## config.mk

```make
export PLATFORM = sky130hd
export DESIGN_NAME = note_event_tracker_flat
export DESIGN_NICKNAME = d
export VERILOG_FILES = /design/src/rtl/note_event_if.sv /design/src/rtl/note_event_tracker.sv /design/src/flat_wrapper.sv
export SDC_FILE = /design/constraint.sdc
export NUM_CORES = 1
export LEC_CHECK = 0
export CORE_ASPECT_RATIO = 1.25
export CORE_MARGIN = 2
export CORE_UTILIZATION = 45
export DETAILED_ROUTE_END_ITERATION = 10
export MAX_ROUTING_LAYER = met4
export PLACE_DENSITY_LB_ADDON = 0.08
export SLEW_MARGIN = 25
export SYNTH_ARGS = -nofsm -noshare
export SYNTH_HDL_FRONTEND = slang
export SYNTH_SLANG_ARGS = --single-unit
export TNS_END_PERCENT = 100
```

## constraint.sdc

```tcl
create_clock -name clk_in -period 3.5 [get_ports clk_in]
set_clock_uncertainty 0.15 [all_clocks]
set_input_delay 0.7 -clock clk_in [delete_from_list [all_inputs] [get_ports clk_in]]
set_output_delay 0.7 -clock clk_in [all_outputs]
set_load 0.05 [all_outputs]
```

## src/rtl/note_event_if.sv

```systemverilog
// Event output stream of the note event tracker: FIFO head fields with a valid/ready handshake.
interface note_event_if #(
  parameter int NUM_CH   = 5,
  parameter int NOTE_W   = 8,
  parameter int RHYTHM_W = 4,
  parameter int CELL_W   = 6
);
  localparam int CH_W = (NUM_CH > 1) ? $clog2(NUM_CH) : 1;

  logic                event_valid_out;
  logic                event_ready_in;
  logic [CELL_W-1:0]   event_cell_out;
  logic [CH_W-1:0]     event_channel_out;
  logic [NOTE_W-1:0]   event_note_out;
  logic [RHYTHM_W-1:0] event_rhythm_out;

  modport master (
    output event_valid_out, event_cell_out, event_channel_out, event_note_out, event_rhythm_out,
    input  event_ready_in
  );

  modport slave (
    input  event_valid_out, event_cell_out, event_channel_out, event_note_out, event_rhythm_out,
    output event_ready_in
  );
endinterface

```

## src/rtl/note_event_tracker.sv

```systemverilog
// Debounces NUM_CH note channels, turns each committed change into an event record and
// queues it through per-channel pending slots into a first-word-fall-through FIFO.
module note_event_tracker #(
  parameter int NUM_CH       = 5,
  parameter int NOTE_W       = 8,
  parameter int RHYTHM_W     = 4,
  parameter int CELL_W       = 6,
  parameter int STABLE_COUNT = 2,
  parameter int FIFO_DEPTH   = 8
) (
  input  logic                                  clk_in,
  input  logic                                  rst_n_in,
  input  logic                                  sample_valid_in,
  input  logic [NUM_CH-1:0][NOTE_W-1:0]         notes_in,
  input  logic [NUM_CH-1:0][RHYTHM_W-1:0]       rhythms_in,
  input  logic [CELL_W-1:0]                     cell_in,
  output logic [NUM_CH-1:0][RHYTHM_W+NOTE_W-1:0] detected_note_out,
  output logic                                  cell_change_out,
  note_event_if.master                          evt,
  output logic                                  overflow_out,
  input  logic                                  clear_overflow_in
);
  localparam int CH_W  = (NUM_CH > 1) ? $clog2(NUM_CH) : 1;
  localparam int CNT_W = $clog2(STABLE_COUNT + 1);
  localparam int AW    = $clog2(FIFO_DEPTH);
  localparam int PW    = AW + 1;
  localparam int EV_W  = CELL_W + CH_W + NOTE_W + RHYTHM_W;
  localparam logic [NOTE_W-1:0] REST    = {NOTE_W{1'b1}};
  localparam logic [CNT_W-1:0]  CNT_MAX = CNT_W'(STABLE_COUNT);
  localparam logic [CNT_W-1:0]  CNT_ONE = CNT_W'(1);
  localparam logic [PW-1:0]     PTR_ONE = PW'(1);

  logic [CELL_W-1:0]               cell_r;
  logic [NUM_CH-1:0][NOTE_W-1:0]   cand_r;
  logic [NUM_CH-1:0][NOTE_W-1:0]   comm_r;
  logic [NUM_CH-1:0][CNT_W-1:0]    cnt_r;
  logic [NUM_CH-1:0]               pend_r;
  logic [CELL_W-1:0]               pcell_r [NUM_CH];
  logic [NOTE_W-1:0]               pnote_r [NUM_CH];
  logic [RHYTHM_W-1:0]             prhy_r  [NUM_CH];
  logic [EV_W-1:0]                 mem_r   [FIFO_DEPTH];
  logic [PW-1:0]                   wr_ptr_r;
  logic [PW-1:0]                   rd_ptr_r;

  logic                            cell_chg_s;
  logic [NUM_CH-1:0][NOTE_W-1:0]   cand_nx_s;
  logic [NUM_CH-1:0][CNT_W-1:0]    cnt_nx_s;
  logic [NUM_CH-1:0]               commit_s;
  logic [NUM_CH-1:0]               pend_nx_s;
  logic [NUM_CH-1:0]               drained_s;
  logic                            drain_any_s;
  logic [CH_W-1:0]                 drain_idx_s;
  logic                            empty_s;
  logic                            full_s;
  logic                            pop_s;
  logic                            push_s;
  logic                            ovf_set_s;
  logic [EV_W-1:0]                 wr_data_s;
  logic [EV_W-1:0]                 head_s;

  // Debounce: candidate/count update and commit decision for the current sample.
  always_comb begin
    cell_chg_s = sample_valid_in && (cell_in != cell_r);
    for (int i = 0; i < NUM_CH; i++) begin
      cand_nx_s[i] = cand_r[i];
      cnt_nx_s[i]  = cnt_r[i];
      commit_s[i]  = 1'b0;
      if (sample_valid_in) begin
        // A cell change restarts every channel with this sample as its first one.
        if (cell_chg_s || (notes_in[i] != cand_r[i])) begin
          cand_nx_s[i] = notes_in[i];
          cnt_nx_s[i]  = CNT_ONE;
        end else if (cnt_r[i] < CNT_MAX) begin
          cnt_nx_s[i] = cnt_r[i] + CNT_ONE;
        end else begin
          cnt_nx_s[i] = CNT_MAX;
        end
        commit_s[i] = (cnt_nx_s[i] == CNT_MAX) &&
                      (cand_nx_s[i] != (cell_chg_s ? REST : comm_r[i]));
      end else begin
        commit_s[i] = 1'b0;
      end
    end
  end

  // Pending-slot arbitration, FIFO status and overflow detection.
  always_comb begin
    empty_s     = (wr_ptr_r == rd_ptr_r);
    full_s      = (wr_ptr_r[AW] != rd_ptr_r[AW]) && (wr_ptr_r[AW-1:0] == rd_ptr_r[AW-1:0]);
    pop_s       = !empty_s && evt.event_ready_in;
    drain_any_s = 1'b0;
    drain_idx_s = '0;
    for (int i = NUM_CH - 1; i >= 0; i--) begin
      if (pend_r[i]) begin
        drain_any_s = 1'b1;
        drain_idx_s = CH_W'(i);
      end else begin
        drain_idx_s = drain_idx_s;
      end
    end
    push_s    = drain_any_s && (!full_s || pop_s);
    wr_data_s = {pcell_r[drain_idx_s], drain_idx_s, pnote_r[drain_idx_s], prhy_r[drain_idx_s]};
    ovf_set_s = 1'b0;
    for (int i = 0; i < NUM_CH; i++) begin
      drained_s[i] = push_s && (drain_idx_s == CH_W'(i));
      pend_nx_s[i] = (pend_r[i] && !drained_s[i] && !cell_chg_s) || commit_s[i];
      ovf_set_s    = ovf_set_s || (commit_s[i] && pend_r[i] && !drained_s[i] && !cell_chg_s);
    end
  end

  // FIFO head presented on the event interface; fields read as zero while empty.
  always_comb begin
    head_s              = mem_r[rd_ptr_r[AW-1:0]];
    evt.event_valid_out = !empty_s;
    if (!empty_s) begin
      {evt.event_cell_out, evt.event_channel_out, evt.event_note_out, evt.event_rhythm_out} = head_s;
    end else begin
      {evt.event_cell_out, evt.event_channel_out, evt.event_note_out, evt.event_rhythm_out} = '0;
    end
  end

  // Channel state, committed notes and pending slots.
  always_ff @(posedge clk_in or negedge rst_n_in) begin
    if (!rst_n_in) begin
      cell_r          <= '0;
      cell_change_out <= 1'b0;
      pend_r          <= '0;
      for (int i = 0; i < NUM_CH; i++) begin
        cand_r[i]            <= REST;
        comm_r[i]            <= REST;
        cnt_r[i]             <= '0;
        detected_note_out[i] <= {{RHYTHM_W{1'b0}}, REST};
        pcell_r[i]           <= '0;
        pnote_r[i]           <= '0;
        prhy_r[i]            <= '0;
      end
    end else begin
      cell_change_out <= cell_chg_s;
      cell_r          <= cell_chg_s ? cell_in : cell_r;
      pend_r          <= pend_nx_s;
      for (int i = 0; i < NUM_CH; i++) begin
        cand_r[i] <= cand_nx_s[i];
        cnt_r[i]  <= cnt_nx_s[i];
        if (commit_s[i]) begin
          comm_r[i]            <= cand_nx_s[i];
          detected_note_out[i] <= {rhythms_in[i], cand_nx_s[i]};
          pcell_r[i]           <= cell_in;
          pnote_r[i]           <= cand_nx_s[i];
          prhy_r[i]            <= rhythms_in[i];
        end else if (cell_chg_s) begin
          comm_r[i]            <= REST;
          detected_note_out[i] <= {{RHYTHM_W{1'b0}}, REST};
        end else begin
          comm_r[i] <= comm_r[i];
        end
      end
    end
  end

  // FIFO pointers and sticky overflow flag.
  always_ff @(posedge clk_in or negedge rst_n_in) begin
    if (!rst_n_in) begin
      wr_ptr_r     <= '0;
      rd_ptr_r     <= '0;
      overflow_out <= 1'b0;
    end else begin
      wr_ptr_r <= push_s ? (wr_ptr_r + PTR_ONE) : wr_ptr_r;
      rd_ptr_r <= pop_s  ? (rd_ptr_r + PTR_ONE) : rd_ptr_r;
      if (ovf_set_s) begin
        overflow_out <= 1'b1;
      end else if (clear_overflow_in) begin
        overflow_out <= 1'b0;
      end else begin
        overflow_out <= overflow_out;
      end
    end
  end

  // FIFO storage, no reset needed since reads are masked while empty.
  always_ff @(posedge clk_in) begin
    if (push_s) begin
      mem_r[wr_ptr_r[AW-1:0]] <= wr_data_s;
    end
  end
endmodule
```

## src/flat_wrapper.sv

```systemverilog
// flat-port wrapper written by rule: the top's interface ports become plain ports
module note_event_tracker_flat 
#(
  parameter int NUM_CH       = 5,
  parameter int NOTE_W       = 8,
  parameter int RHYTHM_W     = 4,
  parameter int CELL_W       = 6,
  parameter int STABLE_COUNT = 2,
  parameter int FIFO_DEPTH   = 8
)
  (clk_in, rst_n_in, sample_valid_in, notes_in, rhythms_in, cell_in, detected_note_out, cell_change_out, overflow_out, clear_overflow_in, evt_event_valid_out, evt_event_cell_out, evt_event_channel_out, evt_event_note_out, evt_event_rhythm_out, evt_event_ready_in);
  note_event_if #(.NUM_CH(NUM_CH), .NOTE_W(NOTE_W), .RHYTHM_W(RHYTHM_W), .CELL_W(CELL_W)) evt_i ();
  input  logic clk_in;
  input  logic rst_n_in;
  input  logic sample_valid_in;
  input  logic [NUM_CH-1:0][NOTE_W-1:0] notes_in;
  input  logic [NUM_CH-1:0][RHYTHM_W-1:0] rhythms_in;
  input  logic [CELL_W-1:0] cell_in;
  output logic [NUM_CH-1:0][RHYTHM_W+NOTE_W-1:0] detected_note_out;
  output logic cell_change_out;
  output logic overflow_out;
  input  logic clear_overflow_in;
  output wire logic [$bits(evt_i.event_valid_out)-1:0] evt_event_valid_out;
  output wire logic [$bits(evt_i.event_cell_out)-1:0] evt_event_cell_out;
  output wire logic [$bits(evt_i.event_channel_out)-1:0] evt_event_channel_out;
  output wire logic [$bits(evt_i.event_note_out)-1:0] evt_event_note_out;
  output wire logic [$bits(evt_i.event_rhythm_out)-1:0] evt_event_rhythm_out;
  input wire logic [$bits(evt_i.event_ready_in)-1:0] evt_event_ready_in;
  assign evt_event_valid_out = evt_i.event_valid_out;
  assign evt_event_cell_out = evt_i.event_cell_out;
  assign evt_event_channel_out = evt_i.event_channel_out;
  assign evt_event_note_out = evt_i.event_note_out;
  assign evt_event_rhythm_out = evt_i.event_rhythm_out;
  assign evt_i.event_ready_in = evt_event_ready_in;
  note_event_tracker #(.NUM_CH(NUM_CH), .NOTE_W(NOTE_W), .RHYTHM_W(RHYTHM_W), .CELL_W(CELL_W), .STABLE_COUNT(STABLE_COUNT), .FIFO_DEPTH(FIFO_DEPTH)) u_core (.clk_in(clk_in), .rst_n_in(rst_n_in), .sample_valid_in(sample_valid_in), .notes_in(notes_in), .rhythms_in(rhythms_in), .cell_in(cell_in), .detected_note_out(detected_note_out), .cell_change_out(cell_change_out), .evt(evt_i), .overflow_out(overflow_out), .clear_overflow_in(clear_overflow_in));
endmodule
```

* Yosys cells after proc, flatten, opt, wreduce, memory -nomap -nowiden
Memories as Yosys holds them, arrays and structs flattened.
Index checks and enable logic that the tools add are counted.
** Word-level totals
- Flip-flop bits (word level) :: 261
- RAM bits :: 168
- Output and inout bits :: 84
- Logic and storage cells :: 226
- Memories kept :: 1
** Memory list
- u_core.mem_r :: depth 8, bits a word 21, rd ports 1, clocked after Yosys merged registers in 0, write ports 1, RTL line note_event_tracker.sv:41 : logic [EV_W-1:0] mem_r [FIFO_DEPTH];
** Cells by class
- $add $sub $neg :: 7
- $lt $le $gt $ge :: 6
- Equal/unequal tests :: 23
- Mux-type cells :: 78
- Bitwise gates (word level) :: 1
- Reductions and logical operators :: 69
** Operators by type and width (number)
- $mux W8 :: 28
- $ne A8 B8 Y1 :: 10
- $mux W12 :: 6
- $logic_and A1 B1 Y1 :: 39
- $mux W2 :: 15
- $bmux W8 S3 :: 1
- $bmux W6 S3 :: 1
- $mux W3 :: 6
- $mux W6 :: 3
- $logic_or A1 B1 Y1 :: 15
- $mux W1 :: 14
- $bmux W4 S3 :: 1
- $mux W4 :: 3
- $reduce_bool A2 Y1 :: 6
- $add A2 B1 Y2 const B :: 5
- $eq A2 B2 Y1 const B :: 5
- $lt A2 B2 Y1 const B :: 5
- $add A4 B1 Y4 const B :: 2
- $logic_not A1 Y1 :: 8
- $eq A3 B2 Y1 const B :: 2
- $ne A6 B6 Y1 :: 1
- $eq A4 B4 Y1 :: 1
- $ge A4 B4 Y1 const B :: 1
- $not A3 Y4 :: 1
- other kinds (5) :: 5

* Depth between registers and ports, before layout
- Depth after elaboration :: 16
- Mapped depth :: 11

* Least setup slack after synthesis
Ideal clock, no wire load.
- Kind :: register -> register
- Start point :: register u_core.rd_ptr_r[0]
- End point :: memory u_core.mem_r[6][0] (netlist bit), enable pin
- Library setup time :: 0.430 ns
- Data arrival time :: 3.046 ns
- Required time :: 2.920 ns
- Slack :: -0.126 ns
- Stages on the path, launching flop included :: 8
- Path buffers :: 1
- Cells stage by stage :: dfrtp_1 -> clkbuf_1 -> xnor2_1 -> nand3_1 -> nor3_1 -> nor2_1 -> nand2_1 -> nor3b_1
** On the way
- Longest elaborated chain between the ends :: 7
- Elaborated cells on any way between the ends :: 10
- Classes of those cells :: eq/ne: 2; mux: 2; reduce/logical: 6
** RTL lines
- from (decl) :: RTL line note_event_tracker.sv:43 : logic [PW-1:0] rd_ptr_r;
- from (signal assigned) :: RTL line note_event_tracker.sv:168 : rd_ptr_r <= pop_s ? (rd_ptr_r + PTR_ONE) : rd_ptr_r;
- $eq A4 B4 Y1 or $eq A3 B3 Y1 (tied branches) :: RTL line note_event_tracker.sv:88, note_event_tracker.sv:89
- $logic_not A1 Y1 or $logic_and A1 B1 Y1 (tied branches) :: RTL line note_event_tracker.sv:90, note_event_tracker.sv:89
- $logic_and A1 B1 Y1 or $logic_not A1 Y1 (tied branches) :: RTL line note_event_tracker.sv:90, note_event_tracker.sv:101
- $logic_or A1 B1 Y1 * :: RTL line note_event_tracker.sv:101 : push_s = drain_any_s && (!full_s || pop_s);
- $logic_and A1 B1 Y1 * :: RTL line note_event_tracker.sv:101
- $mux W1 * :: RTL line note_event_tracker.sv:181 : if (push_s) begin
- $mux W1 (implied by the code) * :: RTL line note_event_tracker.sv:182 : mem_r[wr_ptr_r[AW-1:0]] <= wr_data_s;
- to (decl) :: RTL line note_event_tracker.sv:41
Mark *: on every way between the ends. The rest lies on a longest branch, timed or not.

* Final worst setup path
- Start point :: register u_core.rd_ptr_r[0]
- End point :: output port evt_event_note_out[1]
** On the way
- Longest elaborated chain between the ends :: 2
- Elaborated cells on any way between the ends :: 3
- Classes of those cells :: eq/ne: 1; mux: 1; memory: 1
** RTL lines
- $mem_v2 Z8 W21 or $eq A4 B4 Y1 (tied branches)
- $mux W8 * :: RTL line note_event_tracker.sv:115 : if (!empty_s) begin
- to (decl) :: RTL line flat_wrapper.sv:26 : output wire logic [$bits(evt_i.event_note_out)-1:0] evt_event_note_out;
Marked as above.

==> results.yml <==
status:
  status: "completed"
timing:
  drv_slew: 0
  min_period_ps: 3280
  slew_headroom_pct: 49.5
  fin_setup_tns_ps: 0
  worstMarginPinSlew_ps: 758
  setup_viol: 0
  fin_hold_ws_ps: 311
  layout_worst_path_cycle_share_pct: 93.6
  rsz0062_at_grt: "false"
  hold_viol_final: 0
  timing.fmax_mhz: 305
critical_path:
  crit_slowest_cell: "dfrtp_4"
  cpPeakStageDelay_ps: 600
  critPathMaxFanout: 14
  cp_common_cell: "buf_4"
  r2r-start: "u_core.cell_r[3]"
  startpoint: "u_core.rd_ptr_r[0]"
  required_ps: 2650
  worstSetupEndpointType: "output pin"
  path_cells: "buf_4 > mux4_2 > mux2i_1 > nor2_1 > buf_4"
  start_kind: "flip-flop"
  cp.arrival_ps: 2430
  path_class: "reg -> out"
synth:
  synth_enable_flop_cells: 168
  syn-num-nets: 1438
  synthCells: 1365
  netlist_area_mm2: 0.0183
  seq_area_frac_synth_pct: 64.1
  avgSynthCellArea_um2: 13.4
  ys_types: 53
  async_reset_ff_share_pct: 60.8
  ys.flop_type: "edfxtp_1"
  yosys_register_bits: 429
  yosys_warnings: 0
clock_tree:
  clk_pin_slew_ps: 60
  htreeDepth: 2
  clk_path_buf_depth: 3
  cts_sinks: 429
  cts-buffers-inserted: 45
  clockRootBuffer: "clkbuf_16"
  cts_setup_buffers: 0
  tritoncts: "yes"
  clk-insertion-delay-late_ps: 550
detailed_routing:
  drt_iter0_drc: 701
  vias: 11500
  drtAntennaViolNets: 0
  finalWirelength_mm: 43.9
  drc_errors: 0
  wire_per_inst_um: 20.3
  drt_pass1_iterations: 6
  vias_per_cell: 5.31
floorplanning:
  core-area_mm2: 0.0401
  core.rowCount: 82
  die_height_um: 229
  start_util_pct: 45.6
  die_area_mm2: 0.0423
  pin_count: 155
  die_w_um: 184
worst_hold_path:
  worstHoldStart: "u_core.pcell_r[18]"
  hold_class: "reg -> reg"
pwr:
  ir_worst_vdd_mv: 0.426
  p_seq_share_pct: 41.7
  switching_share_pct: 29.7
  clkPwrFrac_pct: 35.2
  power_density_mw_per_mm2: 602
  comb_power_share_pct: 23.1
  p_sw_uw: 4020
  p_leak_uw: 0.00894
  p_int_uw: 9510
  power.total_uw: 13500
cells_and_area:
  final_nets: 1653
  drive_gt1_share_pct: 27.8
  diodes: 0
  fillers: 3359
  area_growth_pct: 22.8
global_route:
  antenna_found_initial: 0
  grt_overflow: 0
  grt_usage_pct: 21.7
  grt_max_degree: 82
  grt_pass1_wl_mm: 67.8
  first_global_vias: 11900
placement:
  place_hpwl_mm: 30.4
  gp_congestion: 0.827
  port_buffers: 154
run:
  maxCapViolCount: 0
==> layout make-up <==
class                      count  area, µm²  share of cell area [%]
sequential                   429      11700                    52.2
multi-input combinational    803       6070                    27.0
timing repair buffer         246       2310                    10.3
clock buffer                  60       1230                    5.49
tap                          546        683                    3.04
clock inverter                23        235                    1.05
inverter                      55        206                   0.919
==> synthesized netlist by cell type (31+ instances only) <==
cell type,number,area share (%)
inv_1,54,1.1
xnor2_1,57,2.7
mux2_2,77,4.7
mux2i_1,43,2.4
mux4_2,42,5.2
o21ai_0,42,1.1
nor3_1,48,1.3
nor2_1,143,2.9
dfrtp_1,141,19
nand2_1,78,1.6
o21a_1,53,2.2
dfstp_2,120,17
a21oi_1,48,1.3
edfxtp_1,168,28
clkbuf_1,41,0.84
xor2_1,31,1.5
==> routing by layer <==
layer / wire (µm) / share of wire, % / global-route usage (%)
met1: 19000 / 43 / 27.8
met2: 22500 / 51 / 36.6
met3: 1390 / 3.2 / 2.59
met4: 973 / 2.2 / 5.88
met5: 0 / 0 / -
==> power by group through the flow <==
| stage | sequential [µW] | clock (µW) | combinational (µW) |
|---|---|---|---|
| final | 5640 | 4760 | 3130 |
| after global routing | 5670 | 5060 | 3350 |
| after CTS | 5640 | 4870 | 3190 |
| after detailed placement | 5730 | 0 | 3180 |
| after global placement | 5730 | 0 | 3160 |
| after floorplan | 5630 | 0 | 2210 |
==> state kept, by name (all words and copies together), names as in the netlist <==
register,cells
u_core.cand_r,40
u_core.cell_change_out,1
u_core.cell_r,6
u_core.cnt_r,10
u_core.comm_r,40
u_core.detected_note_out,60
u_core.mem_r,168
u_core.overflow_out,1
u_core.pcell_r,30
u_core.pend_r,5
u_core.pnote_r,40
u_core.prhy_r,20
u_core.rd_ptr_r,4
u_core.wr_ptr_r,4
==> cells by family (layout without fill, tap and decap cells) <==
group	count (synthesis)	in the layout	synth area share [%]
DFF	429	429	64.1
xor gates and xnor gates	88	88	4.21
and+or+nand+nor	354	354	8.82
muxes	162	162	12.3
adders and majority gates	2	2	0.137
buffers and inverters	133	384	3.03
AOI/OAI and AO/OA	197	197	7.42
==> cell usage in the layout (no fill, tap or decap), types with 54 or more instances in the layout <==
cell type / instances
edfxtp_1: 168
nor2_1: 141
dfrtp_1: 140
clkdlybuf4s50_1: 130
dfstp_2: 120
buf_4: 104
nand2_1: 78
mux2_2: 77
xnor2_1: 57
inv_1: 54
==> what timing repair did <==
action                                  4_1_cts  5_1_grt
endpoints found under the hold margin         1        0
endpoints found under the setup margin        0        1
resized for setup                             0        1
hold buffers                                  1        0
==> critical path: cells and delay by family (launching register included) <==
family / cells / cell delay (ps)
and+or+nand+nor: 1 / 60
DFF: 1 / 600
muxes: 2 / 720
buffers and inverters: 2 / 480
==> stage by stage <==
stage               cell area (µm²)  setup WS (ps)  instances  utilization (%)
finish                        22500            224       2162             56.0
global placement              21000           -218       2078             52.3
CTS                           22500           50.8       2162             56.0
floorplan                     18300           -126       1365                -
detailed placement            21000           -246       2078             52.3
global route                  22500           48.0       2162             56.0
==> path summary, 6_finish.rpt <==
check,depth (start not counted),end,slack [ps]
max in group asynchronous,3,u_core.comm_r[34],1700
hold / removal,2,u_core.pcell_r[18],310
setup / recovery,5,evt_event_note_out[1],220
hold reg to reg,2,u_core.pcell_r[18],310
setup reg to reg,12,u_core.detected_note_out[58],610
min in group asynchronous,2,u_core.cnt_r[7],550
Power figures use the tool's default switching activity.
